--- config.mk ---
export PLATFORM = sky130hd
export DESIGN_NAME = sw_alloc_rr
export DESIGN_NICKNAME = d
export VERILOG_FILES = /design/src/rtl/noc_pkg.sv /design/src/rtl/rr_arb5.sv /design/src/rtl/sw_alloc_rr.sv
export SDC_FILE = /design/constraint.sdc
export NUM_CORES = 1
export LEC_CHECK = 0
export ABC_AREA = 1
export BUFFER_PORTS_ARGS = -buffer_cell sky130_fd_sc_hd__buf_2
export CAP_MARGIN = 20
export CORE_ASPECT_RATIO = 1.1
export CORE_MARGIN = 2
export CORE_UTILIZATION = 55
export DETAILED_ROUTE_END_ITERATION = 8
export GPL_ROUTABILITY_DRIVEN = 0
export HOLD_SLACK_MARGIN = 0.05
export PLACE_DENSITY = 0.73
export SETUP_SLACK_MARGIN = 0.2
export SLEW_MARGIN = 20
export SYNTH_ARGS = -nofsm -noshare
export SYNTH_HDL_FRONTEND = slang
export SYNTH_HIERARCHICAL = 1
export SYNTH_SLANG_ARGS = --single-unit
--- constraint.sdc ---
create_clock -name clk -period 9.4 [get_ports clk]
set_clock_uncertainty 0.15 [all_clocks]
set_input_delay 0 -clock clk [delete_from_list [all_inputs] [get_ports clk]]
set_output_delay 0 -clock clk [all_outputs]
set_load 0.05 [all_outputs]
--- src/rtl/noc_pkg.sv ---
// Shared mesh-router constants, port codes and switch-allocator state type.
package noc_pkg;

    localparam int NPORTS = 5;
    localparam int PW     = 3;

    localparam logic [PW-1:0] PORT_E     = 3'd0;
    localparam logic [PW-1:0] PORT_W     = 3'd1;
    localparam logic [PW-1:0] PORT_N     = 3'd2;
    localparam logic [PW-1:0] PORT_S     = 3'd3;
    localparam logic [PW-1:0] PORT_LOCAL = 3'd4;

    typedef enum logic {
        OS_IDLE,
        OS_LOCKED
    } out_state_e;

    // Round-robin successor of a port index, wrapping Inject/Eject back to East.
    function automatic logic [PW-1:0] next_port(input logic [PW-1:0] p);
        return (p >= PORT_LOCAL) ? PORT_E : p + 3'd1;
    endfunction

endpackage

--- src/rtl/rr_arb5.sv ---
// Combinational 5-way round-robin picker: first set request scanning from ptr upward, modulo 5.
module rr_arb5
    import noc_pkg::*;
(
    input  logic [NPORTS-1:0] req,
    input  logic [PW-1:0]     ptr,
    output logic [NPORTS-1:0] gnt,
    output logic              valid
);

    logic          found;
    logic [PW-1:0] idx;

    always_comb begin
        gnt   = '0;
        found = 1'b0;
        idx   = '0;
        for (int k = 0; k < NPORTS; k++) begin
            idx = PW'((int'(ptr) + k) % NPORTS);
            if (!found && req[idx]) begin
                gnt[idx] = 1'b1;
                found    = 1'b1;
            end
        end
    end

    assign valid = |req;

endmodule

--- src/rtl/sw_alloc_rr.sv ---
// Round-robin switch allocator with per-output wormhole locking for the 5-port mesh router.
module sw_alloc_rr
    import noc_pkg::*;
(
    input  logic                 clk,
    input  logic                 reset,
    input  logic [NPORTS-1:0]    req,
    input  logic [NPORTS*PW-1:0] req_out,
    input  logic [NPORTS-1:0]    req_tail,
    input  logic [NPORTS-1:0]    out_en,
    output logic [NPORTS-1:0]    grant,
    output logic [NPORTS*PW-1:0] xbar_sel,
    output logic [NPORTS-1:0]    xbar_vld,
    output logic [NPORTS-1:0]    busy
);

    out_state_e        state_q [NPORTS];
    out_state_e        state_d [NPORTS];
    logic [PW-1:0]     owner_q [NPORTS];
    logic [PW-1:0]     owner_d [NPORTS];
    logic [PW-1:0]     ptr_q   [NPORTS];
    logic [PW-1:0]     ptr_d   [NPORTS];

    logic [NPORTS-1:0] locked_by [NPORTS];
    logic [NPORTS-1:0] arb_req   [NPORTS];
    logic [NPORTS-1:0] arb_gnt   [NPORTS];
    logic [NPORTS-1:0] arb_vld;

    logic [NPORTS-1:0]    grant_d;
    logic [NPORTS*PW-1:0] sel_d;
    logic [NPORTS-1:0]    vld_d;
    logic [NPORTS-1:0]    busy_d;

    always_comb begin
        for (int o = 0; o < NPORTS; o++) begin
            for (int i = 0; i < NPORTS; i++) begin
                locked_by[o][i] = (state_q[o] == OS_LOCKED) && (owner_q[o] == PW'(i));
            end
        end
    end

    // A head that just won is masked for one cycle since grant has not yet popped it upstream.
    logic other_lock;
    always_comb begin
        other_lock = 1'b0;
        for (int o = 0; o < NPORTS; o++) begin
            arb_req[o] = '0;
            for (int i = 0; i < NPORTS; i++) begin
                other_lock = 1'b0;
                for (int o2 = 0; o2 < NPORTS; o2++) begin
                    if (o2 != o && locked_by[o2][i]) begin
                        other_lock = 1'b1;
                    end
                end
                arb_req[o][i] = req[i] && (req_out[i*PW +: PW] == PW'(o)) && !grant[i]
                                && !other_lock
                                && ((state_q[o] == OS_IDLE) || locked_by[o][i]);
            end
        end
    end

    for (genvar o = 0; o < NPORTS; o++) begin : g_arb
        rr_arb5 u_arb (
            .req   (arb_req[o]),
            .ptr   (ptr_q[o]),
            .gnt   (arb_gnt[o]),
            .valid (arb_vld[o])
        );
    end

    logic [PW-1:0] win;
    always_comb begin
        grant_d = '0;
        sel_d   = '0;
        vld_d   = '0;
        busy_d  = '0;
        win     = '0;
        for (int o = 0; o < NPORTS; o++) begin
            state_d[o] = state_q[o];
            owner_d[o] = owner_q[o];
            ptr_d[o]   = ptr_q[o];
            win        = '0;
            for (int i = 0; i < NPORTS; i++) begin
                if (arb_gnt[o][i]) begin
                    win = PW'(i);
                end
            end
            if (arb_vld[o] && out_en[o]) begin
                grant_d              = grant_d | arb_gnt[o];
                sel_d[o*PW +: PW]    = win;
                vld_d[o]             = 1'b1;
                if (|(arb_gnt[o] & req_tail)) begin
                    state_d[o] = OS_IDLE;
                    ptr_d[o]   = next_port(win);
                end else begin
                    state_d[o] = OS_LOCKED;
                    owner_d[o] = win;
                end
            end
            busy_d[o] = (state_d[o] == OS_LOCKED);
        end
    end

    always_ff @(posedge clk) begin
        if (!reset) begin
            for (int o = 0; o < NPORTS; o++) begin
                state_q[o] <= OS_IDLE;
                owner_q[o] <= '0;
                ptr_q[o]   <= '0;
            end
            grant    <= '0;
            xbar_sel <= '0;
            xbar_vld <= '0;
            busy     <= '0;
        end else begin
            for (int o = 0; o < NPORTS; o++) begin
                state_q[o] <= state_d[o];
                owner_q[o] <= owner_d[o];
                ptr_q[o]   <= ptr_d[o];
            end
            grant    <= grant_d;
            xbar_sel <= sel_d;
            xbar_vld <= vld_d;
            busy     <= busy_d;
        end
    end

endmodule

## After elaboration in Yosys (flattened, before gate mapping)

Memories as Yosys holds them, arrays and structs flattened.
Cells that the tools add are included.

- Memory bits (read-only): 0
- Bits in writable memories: 35
- Bits in latches: 0
- Flip-flop bits (word level): 30
- Output and inout bits: 30
- Memories: 3
- Input port bits: 32

Memory list:

| name | words | width | read ports | clocked after Yosys merged registers in | write ports | RTL line | text |
|---|---|---|---|---|---|---|---|
| owner_q | 5 | 3 | 5 | 0 | 5 | sw_alloc_rr.sv:19 | `logic [PW-1:0] owner_q [NPORTS];` |
| ptr_q | 5 | 3 | 5 | 0 | 5 | sw_alloc_rr.sv:21 | `logic [PW-1:0] ptr_q [NPORTS];` |
| state_q | 5 | 1 | 5 | 0 | 5 | sw_alloc_rr.sv:17 | `out_state_e state_q [NPORTS];` |

- Multiply operators: 0
- Shift operators: 0
- Add/sub/neg operators: 25
- Mux-type cells: 297
- Order comparisons: 55
- Reduce and logical (&&, ||, !) cells: 275
- Divide/modulo/power cells: 25
- Eq/ne operators: 40
- Bitwise gates (word level): 49

Operators with widths:

| cell | count |
|---|---|
| $mod 32x4->32 const B | 20 |
| $logic_and 1x1->1 | 175 |
| $mux 1 | 167 |
| $mod 4x4->32 const B | 5 |
| $mux 3 | 50 |
| $mux 5 | 30 |
| $or 5x5->5 | 24 |
| $lt 3x4->1 const B | 25 |
| $bmux 1 s3 | 25 |
| $demux 1 s3 | 25 |
| $ge 3x1->1 const B | 25 |
| $eq 3x2->1 const B | 20 |
| $logic_not 1->1 | 50 |
| $reduce_or 5->1 | 10 |
| $add 3x2->4 const B | 10 |
| $eq 3x1->1 const B | 10 |
| $eq 3x3->1 const B | 10 |
| $logic_not 3->1 | 10 |
| $and 5x5->5 | 5 |
| $logic_or 1x1->1 | 25 |
| $add 3x1->4 const B | 5 |
| $add 3x3->4 const B | 5 |
| $add 3x1->3 const B | 5 |
| $ge 3x3->1 const B | 5 |
| other kinds (3) | 25 |

## Depth between registers and ports, before layout

Gate-level depths: netlist of the first run.
An unclocked memory read counts as a cell.

- Depth in word-level cells: 34
- Mapped depth: 37

## Cells and area by module

Netlist of the first run, hierarchy kept.

Modules (own cells, without submodules):

| module | area each (um2) | cells each | times used | sequential area each (um2) |
|---|---|---|---|---|
| sw_alloc_rr | 3776.1 | 634 | 1 | 1201.2 |
| rr_arb5 (g_arb[0].u_arb ...) | 1727.9 | 311 | 2 | 0.0 |
| rr_arb5 (g_arb[2].u_arb ...) | 1615.3 | 308 | 2 | 0.0 |
| rr_arb5 (g_arb[4].u_arb) | 1726.7 | 304 | 1 | 0.0 |

## Worst setup path after synthesis of the first run

No wires, ideal clock.

- Kind: reg2reg
- Start point: mem ptr_q[0][0]
- End point: mem ptr_q[0][1]
- Data arrival time: 4.242 ns
- Library setup time: 0.113 ns
- Stages on the path, launching flop included: 32
- Setup slack: 4.895 ns
- Buffers on the path: 1
- Required time: 9.137 ns
- Path through: dfxtp_1 > buf_4 > inv_4 > ha_1 > inv_1 > ha_1 > nor2_1 > nand2_1 > nand2_1 > xor2_1 > ha_1 > inv_1 > or2_2 > nand2_2 > nand3_1 > nand2_1 > nand2_1 > o21bai_2 > nand2_1 > nor2_1 > nand4_1 > nand3_1 > inv_1 > nand2_1 > nand2_1 > nand2_1 > inv_1 > ha_1 > nand2_1 > nand3_1 > nand2_1 > nor2_1

RTL lines:

| what | RTL line |
|---|---|
| start, declared | sw_alloc_rr.sv:21 |

==> results of run 1 <==
cells in the final DEF, fill, tap and decap left out, types with 4 or more instances in the layout:
cell,instances
or2_1,7
nand2_2,66
nand4_1,104
xor2_2,6
clkbuf_16,9
o22ai_1,7
o21ai_1,13
nor2_2,20
inv_1,268
dlygate4sd3_1,5
buf_2,61
ha_1,111
o21ai_0,51
dfxtp_1,60
nand2_4,25
o21ai_2,15
a21oi_1,20
nand2_1,635
nor3_1,39
nand3b_1,8
a21oi_2,16
or2_2,4
xor2_1,26
nor2_1,287
o21bai_1,4
nand3_2,29
nand3_4,4
and2_4,4
inv_2,44
nand3_1,254
nor2_4,11
routing by layer:
metal	up-vias	GRT usage, %	share of wire, %
li1	7119	-	-
met1	6078	36.1	44
met2	407	49.8	47
met3	68	2.66	5.9
met4	0	9.18	2.7
met5	-	0	0
stage by stage:
stage / hold slack [ns] / utilization (%)
2_1_floorplan: 0.0421 / -
3_3_place_gp: 0.238 / 58.2
3_5_place_dp: 0.239 / 58.2
4_1_cts: 0.112 / 59.8
5_1_grt: 0.148 / 59.8
6_report: 0.124 / 59.8
worst min-delay path: cells and delay by family:
kind	cells	cell delay, ns
and+or+nand+nor	2	0.20
buffers and inverters	1	0.35
sequential cells by signal, summed over array words and instances, names as in the netlist:
| signal | cells |
|---|---|
| busy | 5 |
| grant | 5 |
| owner_q | 15 |
| ptr_q | 15 |
| xbar_sel | 15 |
| xbar_vld | 5 |
layout make-up:
class / count / area (um^2) / share of cell area (%)
Tap cell: 295 / 369 / 2.82
Inverter: 318 / 1200 / 9.19
Sequential cell: 60 / 1200 / 9.17
Multi-Input combinational cell: 1778 / 9660 / 73.8
Clock inverter: 7 / 76.3 / 0.583
Timing Repair Buffer: 66 / 355 / 2.71
Clock buffer: 9 / 225 / 1.72
cell families after synthesis:
group,after synthesis,synth area share [%]
buffers and inverters,338,10.9
multiplexers,1,0.0924
AO/OA/AOI/OAI,133,6.92
adder cells (fa/ha/maj),112,11.6
XOR/XNOR,32,2.67
AND/OR/NAND/NOR,1500,58.0
flip-flops,60,9.85
how the worst max path moves through the flow:
| stage | startpoint | end | cells past startpoint |
|---|---|---|---|
| 6_report | ptr_q[0][0] | ptr_q[0][1] | 28 |
| 5_1_grt | ptr_q[0][6] | ptr_q[0][7] | 28 |
| 4_1_cts | ptr_q[0][3] | ptr_q[0][4] | 28 |
| 3_5_place_dp | ptr_q[0][6] | ptr_q[0][7] | 28 |
| 3_3_place_gp | ptr_q[0][3] | ptr_q[0][4] | 30 |
| 2_1_floorplan | ptr_q[0][0] | ptr_q[0][1] | 31 |
==> out/metrics.cfg, run 1 <==
[run_status]
status=complete, no violations

[synthesis]
synth-edff-count=0
synth_area_um2=12200
seq_area_frac_synth_pct=9.85
ys_ff_latch=60
synthTopCellsByCount=635 x nand2_1, 287 x nor2_1, 268 x inv_1
synth-main-ff-cell=dfxtp_1
synth_warnings=6
synth_top_cell_area_share_pct=19.6
synth_cell_types=43
synthCells=2176
synth_area_leaders=nand2_1 20%, ha_1 11%, nand3_1 10%
yosysTopAreaCell=nand2_1
synthArstFlopShare_pct=0
syn_avg_cell_area_um2=5.60
synth.net_count=2320
synth_most_common_cell=nand2_1

[setup_path]
critPathSlowestCell=dfxtp_1
end_kind=register
cpPeakStageDelay_ns=0.78
r2r-start=ptr_q[0][0]
critPathKind=register to register
crit_path_start_kind=register
r2r-end=ptr_q[0][1]
critPathMaxFanout=17
r2r_cells=28
cp.arrival_ns=5.63
cp_top_family=simple AND/OR/NAND/NOR gates
crit_required_ns=9.48
ff2ff_setup_slack_ns=3.85
crit_path_frequent_cell=nand2_1
crit_buf_inv=5

[cts]
cts.sink_count=60
cts.path.max_buffers=2
cts_tree=yes
clk_latency_ns=0.33
h-tree-depth=3
path_clk_slew_ns=0.06
ctsResizeCount=0
clockRootBuffer=clkbuf_16
cts_hold_buf=5
cts_buffers=9
cts_setup_buffers=0

[die]
die-width_um=146
start_util_pct=55.7
row_count=57
die_area_um2=23400
pin_count=62
coreArea_um2=21900
die_y_um=160

[place]
io_buffers=61
placed_cell_area_um2=12700
hpwlAfterDp_um=27700
dp.cells=2512
pre_cts_ws_ns=3.95

[detailed_routing]
initialDrtViolationCount=949
routed_wl_um=33800
vias=13700
drtPass1Iterations=6
ant_nets=0
vias_per_cell=5.40
wire_per_inst_um=13.4
drc=0

[cells_and_area]
drive_gt1_share_pct=14.8
fin_area_um2=13100
instances_no_fill=2533
finalNetCount=2377
areaGrowthSynthToFinish_pct=7.43
nFillCells=2232
antenna_cells=0

[sta]
timing.final.ws_setup_ns=3.85
hold_viol=0
relSlewSlack_pct=42.6
post-route-period-util_pct=59.0
min_period_ns=5.55
slew_violations=0
setup_violations=0
fmax_mhz=180
rsz0062_at_grt=no
tightest_slew_ns=0.855
fin_tns_setup_ns=0

[job]
maxCapViolCount=0

[worst_hold_path]
holdPathStages=3
min_path_type=primary input to register
min-delay-start=reset
hold_end=ptr_q[0][8]

[global_routing]
overflow=0
grt_max_degree=38
grtUsageTotal_pct=28.2
grt_pass1_vias=12100
antenna_found_initial=0
grt_pass1_wl_um=55600

Power of run 1 is not shown: default switching activity piles up to over one toggle a cycle in this logic, so the estimate is an artifact.
==> run 2, diff against run 1 <==
--- a/config.mk
+++ b/config.mk
@@ -14,7 +14,7 @@
 export DETAILED_ROUTE_END_ITERATION = 8
 export GPL_ROUTABILITY_DRIVEN = 0
 export HOLD_SLACK_MARGIN = 0.05
-export PLACE_DENSITY = 0.73
+export PLACE_DENSITY = 0.76
 export SETUP_SLACK_MARGIN = 0.2
 export SLEW_MARGIN = 20
 export SYNTH_ARGS = -nofsm -noshare
==> constraint.sdc (replaced) <==
create_clock -name clk -period 5.1 [get_ports clk]
set_clock_uncertainty 0.15 [all_clocks]
set_input_delay 0 -clock clk [delete_from_list [all_inputs] [get_ports clk]]
set_output_delay 0 -clock clk [all_outputs]
set_load 0.05 [all_outputs]
==> run 2 against run 1 <==
Sequential share of layout area is 0.31 points lower. First-iteration DRC count up 12%. Final cell count up 1.7%. Maximum frequency is 21% higher.
==> out/metrics.cfg, run 2 (same netlist as run 1, synthesis figures left out) <==
[global_routing]
antenna_found_initial=0
overflow=0
grt_pass1_wl_um=58000
grt_max_degree=38
grt_pass1_vias=12800
grtUsageTotal_pct=29.3

[detailed_routing]
initialDrtViolationCount=1067
vias=14100
ant_nets=0
wire_per_inst_um=13.9
routed_wl_um=35700
drtPass1Iterations=7
drc=0
vias_per_cell=5.49

[sta]
hold_viol=0
post-route-period-util_pct=90.1
fin_tns_setup_ns=0
rsz0062_at_grt=yes
slew_violations=0
relSlewSlack_pct=49.5
min_period_ns=4.60
setup_violations=0
tightest_slew_ns=0.757
fmax_mhz=218
hold_slack_ns=0.0931

[setup_path]
cpPeakStageDelay_ns=0.33
r2r_cells=32
r2r-end=ptr_q[0][1]
end_kind=register
crit_path_start_kind=register
critPathSlowestCell=dfxtp_1
critPathMaxFanout=7
r2r-start=ptr_q[0][0]
ff2ff_setup_slack_ns=0.50
crit_path_frequent_cell=nand2_1
crit_required_ns=5.18
critPathKind=register to register
cp.arrival_ns=4.68

[cts]
cts_tree=yes
cts.path.max_buffers=2
clockRootBuffer=clkbuf_16
path_clk_slew_ns=0.06
h-tree-depth=3
cts_buffers=9
cts.sink_count=60
clk_latency_ns=0.34

[place]
placed_cell_area_um2=12900
io_buffers=61
hpwlAfterDp_um=28300

[worst_hold_path]
min-delay-start=reset
hold_end=ptr_q[0][13]
min_path_type=primary input to register
holdPathStages=3

[cells_and_area]
fin_area_um2=13700
multiInputGateArea_um2=9930
finalNetCount=2420
final_common_cell=nand2_1
ff_latch_area_um2=1210
areaGrowthSynthToFinish_pct=12.5
nFillCells=2088
final_util_pct=62.6
antenna_cells=0
drive_gt1_share_pct=19.3
reg_top3=owner_q: 15 flops, ptr_q: 15 flops, xbar_sel: 15 flops
layout_common_cells=626 x nand2_1, 279 x nor2_1, 256 x inv_1, 247 x nand3_1, 104 x nand4_1

[die]
die_y_um=160
start_util_pct=55.7
die-width_um=146
coreArea_um2=21900
die_area_um2=23400
pin_count=62
row_count=57

[job]
maxCapViolCount=0

[run_status]
status=complete, no violations

[run 2: changes by cell type in the layout (fill, tap and decap cells not counted), sizes merged]
cell	change
buf	+43
clkbuf	+3
clkinvlp	+1
inv	-4
[run 2: timing repair]
| item | CTS | global route |
|---|---|---|
| gates resized for setup | 2 | 79 |
| hold buffers | 5 | 0 |
| setup buffers | 0 | 22 |
| setup endpoints to repair | 3 | 33 |
| hold endpoints to repair | 21 | 0 |
| pin swaps | 0 | 8 |
[run 2: layout make-up]
cell class | count | share of cell area, %
multi-input cells | 1778 | 72.4
clock buffers | 12 | 1.87
flip-flops and latches | 60 | 8.86
clock inverters | 4 | 0.347
repair buffers | 109 | 4.95
inverters | 318 | 8.87
well taps | 295 | 2.69
[run 2: critical path, delay by kind of cell, from the launching register on]
kind,cells,cell delay [ns]
buffers and inverters,6,0.43
and+or+nand+nor,19,2.05
xor gates and xnor gates,1,0.20
DFF,1,0.33
adders and majority gates,5,1.19
AOI/OAI and AO/OA,1,0.13
[run 2: worst max path at each step]
| stage | from | endpoint | slack (ns) | cells after the start |
|---|---|---|---|---|
| after floorplan | ptr_q[0][0] | ptr_q[0][1] | 0.60 | 31 |
| after global placement | ptr_q[0][13] | ptr_q[0][13] | 0.22 | 32 |
| after detailed placement | ptr_q[0][13] | ptr_q[0][13] | 0.03 | 32 |
| after CTS | ptr_q[0][13] | ptr_q[0][13] | 0.21 | 32 |
| after global routing | ptr_q[0][7] | ptr_q[0][7] | 0.12 | 34 |
| final | ptr_q[0][0] | ptr_q[0][1] | 0.50 | 32 |
[run 2: stage by stage]
stage | setup slack (ns) | std cells
after detailed placement | 0.0347 | 2533
after CTS | 0.215 | 2554
after global placement | 0.219 | 2533
after floorplan | 0.595 | 2176
after global routing | 0.122 | 2576
final | 0.503 | 2576
[run 2: metal layers]
layer  wire [um]  part of all wire [%]  track usage [%]  up-vias
met5           0                     0                0        -
li1            -                     -                -     7176
met1       14600                    41             35.0     6276
met3        2210                   6.2             2.63      129
met2       17200                    48             52.6      558
met4        1740                   4.9             14.3        0
Power of run 2 is left out for the same reason.
==> run 3, diff against run 2 <==
--- a/config.mk
+++ b/config.mk
@@ -8,13 +8,15 @@
 export ABC_AREA = 1
 export BUFFER_PORTS_ARGS = -buffer_cell sky130_fd_sc_hd__buf_2
 export CAP_MARGIN = 20
+export CELL_PAD_IN_SITES_DETAIL_PLACEMENT = 1
+export CELL_PAD_IN_SITES_GLOBAL_PLACEMENT = 2
 export CORE_ASPECT_RATIO = 1.1
 export CORE_MARGIN = 2
-export CORE_UTILIZATION = 55
+export CORE_UTILIZATION = 30
 export DETAILED_ROUTE_END_ITERATION = 8
 export GPL_ROUTABILITY_DRIVEN = 0
 export HOLD_SLACK_MARGIN = 0.05
-export PLACE_DENSITY = 0.76
+export PLACE_DENSITY_LB_ADDON = 0.1
 export SETUP_SLACK_MARGIN = 0.2
 export SLEW_MARGIN = 20
 export SYNTH_ARGS = -nofsm -noshare
==> constraint.sdc (replaced) <==
create_clock -name clk -period 5.1 [get_ports clk]
set_clock_uncertainty 0.15 [all_clocks]
set_input_delay 1.02 -clock clk [delete_from_list [all_inputs] [get_ports clk]]
set_output_delay 1.02 -clock clk [all_outputs]
set_load 0.05 [all_outputs]
==> run 3 against run 2 <==
Non-clock buffer count grew 25. Clock-buffer cell count shrank 3. Highest routed layer unchanged. Register-to-register slack gained 0.02 ns. Wire length rose by 27%. Core utilization down 27 points. Maximum frequency increased by 0.38%.
==> out/metrics.cfg, run 3 (same netlist as run 1, synthesis figures left out) <==
[cts]
cts.path.max_buffers=2
cts.sink_count=60
cts_tree=yes
cts_buffers=9
cts_hold_buf=0
h-tree-depth=3
path_clk_slew_ns=0.06
clk_latency_ns=0.36
clockRootBuffer=clkbuf_16

[sta]
rsz0062_at_grt=yes
relSlewSlack_pct=50.8
fin_tns_setup_ns=0
min_period_ns=4.58
tightest_slew_ns=0.732
setup_violations=0
fmax_mhz=218
post-route-period-util_pct=89.8
slew_violations=0
hold_viol=0

[die]
die-width_um=196
row_count=77
coreArea_um2=40200
die_area_um2=42300
die_y_um=215
pin_count=62
start_util_pct=30.3

[global_routing]
grt_pass1_wl_um=72800
antenna_found_initial=0
grt_max_degree=22
grtUsageTotal_pct=21.3
grt_pass1_vias=13900
overflow=0

[detailed_routing]
wire_per_inst_um=16.1
vias_per_cell=4.91
ant_nets=0
routed_wl_um=45400
initialDrtViolationCount=483
vias=13800
drc=0
drtPass1Iterations=5

[setup_path]
critPathKind=register to register
crit_buf_inv=6
cp_top_family=simple AND/OR/NAND/NOR gates
end_kind=register
cp.arrival_ns=4.69
critPathMaxFanout=6
crit_path_start_kind=register
crit_required_ns=5.21
cpPeakStageDelay_ns=0.34
critPathSlowestCell=dfxtp_1
crit_path_frequent_cell=nand2_1

[cells_and_area]
reg_top3=owner_q: 15 flops, ptr_q: 15 flops, xbar_sel: 15 flops
drive_gt1_share_pct=20.6
final_util_pct=35.2
layout_common_cells=622 x nand2_1, 278 x nor2_1, 257 x inv_1, 243 x nand3_1, 104 x nand4_1
areaGrowthSynthToFinish_pct=16.1
antenna_cells=0
finalNetCount=2446
final_common_cell=nand2_1

[worst_hold_path]
min_path_type=register to register

[job]
maxCapViolCount=0

[run_status]
status=complete, no violations

[place]
hpwlAfterDp_um=38000
io_buffers=61

## run 3: timing repair
item / CTS / global route
resized for setup: 4 / 77
setup endpoints to repair: 4 / 34
buffers inserted: 0 / 17
gates cloned: 0 / 1
pin swaps: 0 / 10
## run 3: area by class of cell
class / count / area, um^2
Fill cell: 5484 / 26000
Multi-Input combinational cell: 1779 / 9960
Sequential cell: 60 / 1210
Inverter: 318 / 1210
Timing Repair Buffer: 134 / 853
Tap cell: 513 / 642
Clock buffer: 9 / 225
Clock inverter: 7 / 52.6
## run 3: worst register-to-register path: cells and delay by family (launching register included)
| family | cells | cell delay (ns) |
|---|---|---|
| adders and majority gates | 5 | 1.14 |
| xor gates and xnor gates | 1 | 0.19 |
| buffers and inverters | 6 | 0.42 |
| and+or+nand+nor | 20 | 2.23 |
| DFF | 1 | 0.34 |
## run 3: path summary, 6_finish.rpt
kind | start | endpoint | slack, ns | cells after the start
max | ptr_q[0][10] | ptr_q[0][10] | 0.52 | 32
min | ptr_q[0][11] | ptr_q[0][11] | 0.39 | 2
max reg2reg | ptr_q[0][10] | ptr_q[0][10] | 0.52 | 32
min reg2reg | ptr_q[0][11] | ptr_q[0][11] | 0.39 | 2
## run 3: metal layers
layer,GRT usage [%],part of all wire (%),vias up
met1,27.2,47,6457
met3,1.16,1.5,32
met5,0,0,-
met4,4.47,1.4,0
met2,39.5,50,107
li1,-,-,7240
## run 3: stage by stage
stage / hold WS [ns] / worst slack, ns / instances / instance area [um^2]
2_1_floorplan: 0.388 / 0.595 / 2176 / 12200
3_3_place_gp: 0.432 / 0.162 / 2786 / 13400
3_5_place_dp: 0.438 / 0.0978 / 2786 / 13400
4_1_cts: 0.445 / 0.196 / 2802 / 13700
5_1_grt: 0.433 / 0.0967 / 2820 / 14200
6_report: 0.392 / 0.521 / 2820 / 14200
Power of run 3 is left out for the same reason.
